[config.mk]
export PLATFORM = sky130hd
export DESIGN_NAME = seg_swap_sched
export DESIGN_NICKNAME = d
export VERILOG_FILES = /design/src/rtl/seg_swap_sched.sv
export SDC_FILE = /design/constraint.sdc
export NUM_CORES = 1
export LEC_CHECK = 0
export BUFFER_PORTS_ARGS = -buffer_cell sky130_fd_sc_hd__buf_2
export CELL_PAD_IN_SITES_DETAIL_PLACEMENT = 1
export CELL_PAD_IN_SITES_GLOBAL_PLACEMENT = 2
export CORE_AREA = 2 2 50 52
export DETAILED_ROUTE_END_ITERATION = 10
export DIE_AREA = 0 0 52 54
export HOLD_SLACK_MARGIN = 0.03
export PLACE_DENSITY = 0.75
export SLEW_MARGIN = 20
export SYNTH_ARGS = -nofsm -noshare
export SYNTH_HDL_FRONTEND = slang
export SYNTH_SLANG_ARGS = --single-unit
[constraint.sdc]
create_clock -name clk_slow -period 2.5 [get_ports clk_slow]
set_input_delay 0.5 -clock clk_slow [delete_from_list [all_inputs] [get_ports clk_slow]]
set_output_delay 0.5 -clock clk_slow [all_outputs]
set_load 0.01 [all_outputs]
[src/rtl/seg_swap_sched.sv]
// Display-assignment scheduler for the dual mod-6 counter seven-segment path.
// Optional build macro HOLD_BLINK_EN: blink the displays while in HOLD.
module seg_swap_sched #(
    parameter int PERIOD = 30,
    parameter int CW     = 5
) (
    input  logic          clk_slow,
    input  logic          rst,
    input  logic          en,
    input  logic          hold_req,
    input  logic          swap_req,
    output logic          sel,
    output logic          cnt_en,
    output logic          blank,
    output logic          swap_pulse,
    output logic [CW-1:0] tick_cnt,
    output logic [1:0]    state
);

    typedef enum logic [1:0] {
        IDLE = 2'd0,
        RUN  = 2'd1,
        SWAP = 2'd2,
        HOLD = 2'd3
    } state_t;

    localparam logic [CW-1:0] LAST_TICK = CW'(PERIOD - 1);
    localparam logic [CW-1:0] ONE_TICK  = CW'(1);

    state_t        state_r, state_s;
    logic          sel_r, sel_s;
    logic          cnt_en_r, cnt_en_s;
    logic          blank_r, blank_s;
    logic          pulse_r, pulse_s;
    logic [CW-1:0] tick_r, tick_s;
    // Set when HOLD was entered from SWAP: tick 0 has not yet been spent in RUN.
    logic          keep_r, keep_s;

    // Next-state selection following rst > en > hold_req > swap_req > expiry.
    always_comb begin
        state_s = state_r;
        case (state_r)
            IDLE: begin
                if (en) state_s = RUN;
                else    state_s = IDLE;
            end
            RUN: begin
                if (!en)                                   state_s = IDLE;
                else if (hold_req)                         state_s = HOLD;
                else if (swap_req || (tick_r == LAST_TICK)) state_s = SWAP;
                else                                       state_s = RUN;
            end
            SWAP: begin
                if (!en)           state_s = IDLE;
                else if (hold_req) state_s = HOLD;
                else               state_s = RUN;
            end
            HOLD: begin
                if (!en)           state_s = IDLE;
                else if (hold_req) state_s = HOLD;
                else               state_s = RUN;
            end
            default: state_s = IDLE;
        endcase
    end

    // Output values to be registered alongside the state they belong to.
    always_comb begin
        sel_s    = sel_r;
        cnt_en_s = 1'b0;
        blank_s  = 1'b1;
        pulse_s  = 1'b0;
        tick_s   = tick_r;
        keep_s   = 1'b0;
        case (state_s)
            IDLE: begin
                tick_s = '0;
            end
            RUN: begin
                cnt_en_s = 1'b1;
                blank_s  = 1'b0;
                if ((state_r == IDLE) || (state_r == SWAP)) begin
                    tick_s = '0;
                end else if ((state_r == HOLD) && (keep_r || (tick_r == LAST_TICK))) begin
                    // Resuming at a tick value that was never spent in RUN, or at the
                    // last tick (which must not overflow into PERIOD).
                    tick_s = tick_r;
                end else begin
                    tick_s = tick_r + ONE_TICK;
                end
            end
            SWAP: begin
                sel_s    = ~sel_r;
                cnt_en_s = 1'b1;
                blank_s  = 1'b0;
                pulse_s  = 1'b1;
                tick_s   = '0;
            end
            HOLD: begin
                tick_s = tick_r;
                if (state_r == SWAP)      keep_s = 1'b1;
                else if (state_r == HOLD) keep_s = keep_r;
                else                      keep_s = 1'b0;
`ifdef HOLD_BLINK_EN
                if (state_r == HOLD) blank_s = ~blank_r;
                else                 blank_s = 1'b1;
`else
                blank_s = 1'b0;
`endif
            end
            default: begin
                tick_s = '0;
            end
        endcase
    end

    // State and output registers with synchronous active-low reset.
    always_ff @(posedge clk_slow) begin
        if (!rst) begin
            state_r  <= IDLE;
            sel_r    <= 1'b0;
            cnt_en_r <= 1'b0;
            blank_r  <= 1'b1;
            pulse_r  <= 1'b0;
            tick_r   <= '0;
            keep_r   <= 1'b0;
        end else begin
            state_r  <= state_s;
            sel_r    <= sel_s;
            cnt_en_r <= cnt_en_s;
            blank_r  <= blank_s;
            pulse_r  <= pulse_s;
            tick_r   <= tick_s;
            keep_r   <= keep_s;
        end
    end

    assign sel        = sel_r;
    assign cnt_en     = cnt_en_r;
    assign blank      = blank_r;
    assign swap_pulse = pulse_r;
    assign tick_cnt   = tick_r;
    assign state      = state_r;

endmodule

==> results.sh <==
export IMPL_status="completed"
export IMPL_pre_cts_slack_ns=0.1568
export IMPL_rsz0062_at_grt="false"
export IMPL_die_h_um=54
export IMPL_wl_mm=1.589
export IMPL_slew_viol_final=0
export IMPL_ys_seq_area_share_pct=38.02
export IMPL_routed_via_count=591
export IMPL_cts_hold_buf=0
export IMPL_reg2reg_slack_ns=0.23
export IMPL_synth_cell_area_sq_um=631.9
export IMPL_cts_max_path_buffers=2
export IMPL_crit_type="flop to flop"
export IMPL_drt_iter0_drc=7
export IMPL_min_period_ns=2.271
export IMPL_h_tree_depth=1
export IMPL_layout_setup_ws_ns=0.2290
export IMPL_r2r_end="tick_cnt[2]$_SDFFE_PN0P_"
export IMPL_ctsResizeCount=0
export IMPL_worst_path_buf_inv=2
export IMPL_cp_end_kind="flop"
export IMPL_fmax_mhz=440.3
export IMPL_p_leak_nw=0.3532
export IMPL_hold_path_end="keep_r$_SDFFE_PN0P_"
export IMPL_cts_made_buffers=3
export IMPL_syn_inst=67
export IMPL_die_area_sq_mm=0.002808
export IMPL_clock_sinks=12
export IMPL_place_congestion=0.7942
export IMPL_yosysWarnings=0
export IMPL_final_util_pct=34.47
export IMPL_drc_errors=0
export IMPL_crit_chain="inv_1 > ha_2 > a41oi_1 > nor2_1 > o221a_2 > inv_1 > ha_1 > and3_1 > a21oi_2 > o32ai_1 > a22o_1"
export IMPL_hold_viol=0
export IMPL_vdd_drop_max_uv=261.9
export IMPL_crit_arrival_ns=2.44
export IMPL_cap_violations=0
export IMPL_rows=18
export IMPL_worst_pin_slew_ns=0.3348
export IMPL_totalPowerFinal_mw=0.3917
export IMPL_crit_path_start="tick_cnt[1]$_SDFFE_PN0P_"
export IMPL_ff2ff_path_depth=11
export IMPL_grt_antenna_before_repair=0
export IMPL_netlist_cell_type_count=27
export IMPL_nFillCells=295
export IMPL_cp_data_required_time_ns=2.67
export IMPL_core_area_sq_mm=0.002320
export IMPL_max_slew_margin_pct=77.56
export IMPL_stdcell_count=118
export IMPL_start_util_pct=27.24
export IMPL_place_hpwl_mm=1.241
export IMPL_slowest_stage="dfxtp_1"
export IMPL_multi_input_area_sq_um=375.4
export IMPL_synth_seq_cells=12
export IMPL_syn_avg_cell_area_sq_um=9.431
export IMPL_wl_per_cell_um=13.47
export IMPL_fin_crit_sh_pct=90.84
export IMPL_reg2reg_from="tick_cnt[1]$_SDFFE_PN0P_"
export IMPL_grt_pass1_vias=587
export IMPL_ys_async_sr_fraction_pct=0
export IMPL_cp_start_kind="flop"
export IMPL_cpMostUsedCell="inv_1"
export IMPL_synth_edf_count=0
export IMPL_areaGrowthSynthToFinish_pct=26.53
export IMPL_grt_pass1_wl_mm=2.746
export IMPL_synth_top_area_cell="dfxtp_1"
export IMPL_grt_max_degree=9
export IMPL_grtUsageTotal_pct=13.85
export IMPL_syn_nets=78
export IMPL_register_area_sq_um=241.5
export IMPL_ys_top_cells_by_area="dfxtp_1 38%, ha_1 12%, nor2_1 4.2%"
export IMPL_port_buffers=15
export IMPL_cts_tree="yes"
export IMPL_clock_skew_ns=0.001172
export IMPL_ys_flop_type="dfxtp_1"
export IMPL_cts_root_buf="clkbuf_4"
export IMPL_antenna_left=0
export IMPL_nets=100
export IMPL_ios=16
export IMPL_crit_fanout=5
export IMPL_hold_depth=2
export IMPL_synth_top_cells_by_count="12 x dfxtp_1, 7 x nor2_1, 6 x ha_1"
export IMPL_finalSetupViolations=0
export IMPL_post_cts_buffers=0
export IMPL_tns_ns=0
export IMPL_clk_pin_slew_ns=0.08
export IMPL_slowest_delay_ns=0.35
export IMPL_hold_path_class="flop to flop"
export IMPL_insertion_delay_ns=0.27
export IMPL_yosys_area_top_type_share_pct=38.02
export IMPL_dr_pass1_iters=2
export IMPL_overflow=0
export IMPL_min_from="keep_r$_SDFFE_PN0P_"
export IMPL_post_drt_via_cell_ratio=5.008
export IMPL_die_w_um=52
export IMPL_p_per_area_mw_per_mm2=489.9
export IMPL_cp_top_family="compound AO/OA/AOI/OAI gates"
export IMPL_place_inst=114
export IMPL_drive_gt1_share_pct=37.50
export IMPL_yosysMostFrequentCell="dfxtp_1"
export IMPL_diodes=0
==> worst min-delay path, cell delays in order, from the launching register on <==
cell and delay [ns]:
dfxtp_1 0.32, inv_1 0.05, a21oi_1 0.05
==> sequential cells by signal (all words and copies together) (netlist names) <==
signal      cells
state           2
swap_pulse      1
cnt_en          1
tick_cnt        5
sel             1
keep_r          1
blank           1
==> per-stage QoR <==
step / hold slack [ns] / cell area, sq um
5_1_grt: 0.4836 / 799.5
2_1_floorplan: 0.4225 / 631.9
3_5_place_dp: 0.4503 / 759.5
6_report: 0.4517 / 799.5
3_3_place_gp: 0.4473 / 759.5
4_1_cts: 0.4628 / 795.8
==> worst max path at each step <==
| stage | endpoint | slack [ns] | depth (start not counted) |
|---|---|---|---|
| after floorplan | tick_cnt[2]$_SDFFE_PN0P_ | 0.37 | 10 |
| after global placement | tick_cnt[2]$_SDFFE_PN0P_ | 0.24 | 10 |
| after detailed placement | tick_cnt[2]$_SDFFE_PN0P_ | 0.16 | 10 |
| after CTS | tick_cnt[2]$_SDFFE_PN0P_ | 0.14 | 10 |
| after global routing | tick_cnt[2]$_SDFFE_PN0P_ | 0.006 | 11 |
| final | tick_cnt[2]$_SDFFE_PN0P_ | 0.23 | 11 |
==> where the power goes <==
group          switching [mW]  internal, mW  leakage (nW)
sequential            0.00420         0.196        0.0982
combinational          0.0213        0.0151         0.234
clock                  0.0664        0.0884        0.0210
total                  0.0919         0.300         0.353
==> cells in the final DEF (no fill, tap or decap), types with 3 or more instances in the layout <==
cell type | synthesis | final
buf_2 | 0 | 15
dfxtp_1 | 12 | 11
nor2_1 | 7 | 7
inv_1 | 5 | 5
nand2_1 | 5 | 5
ha_1 | 6 | 5
nand3_1 | 3 | 3
nor3_1 | 3 | 3
o32ai_1 | 3 | 3
clkbuf_4 | 0 | 3
==> cell families after synthesis <==
group	share of synthesized area (%)
DFF	38.02
adders and majority gates	11.88
AOI/OAI and AO/OA	22.78
buffers and inverters	2.971
and+or+nand+nor	22.97
xor gates and xnor gates	1.386
==> layer usage <==
layer	track usage (%)	vias to the layer above	share of wire, %
met4	6.579	0	0
met5	0	-	0
met2	22.36	13	47
li1	-	289	-
met3	2.500	0	4.2
met1	17.85	289	48
==> layout make-up <==
type                            count  area share (%)
Sequential cell                    12           30.20
Multi-Input combinational cell     50           46.95
Timing Repair Buffer               17           11.27
Inverter                            5           2.347
Clock buffer                        4           4.538
Tap cell                           30           4.695
No activity file was read; power rests on OpenSTA's default activity.
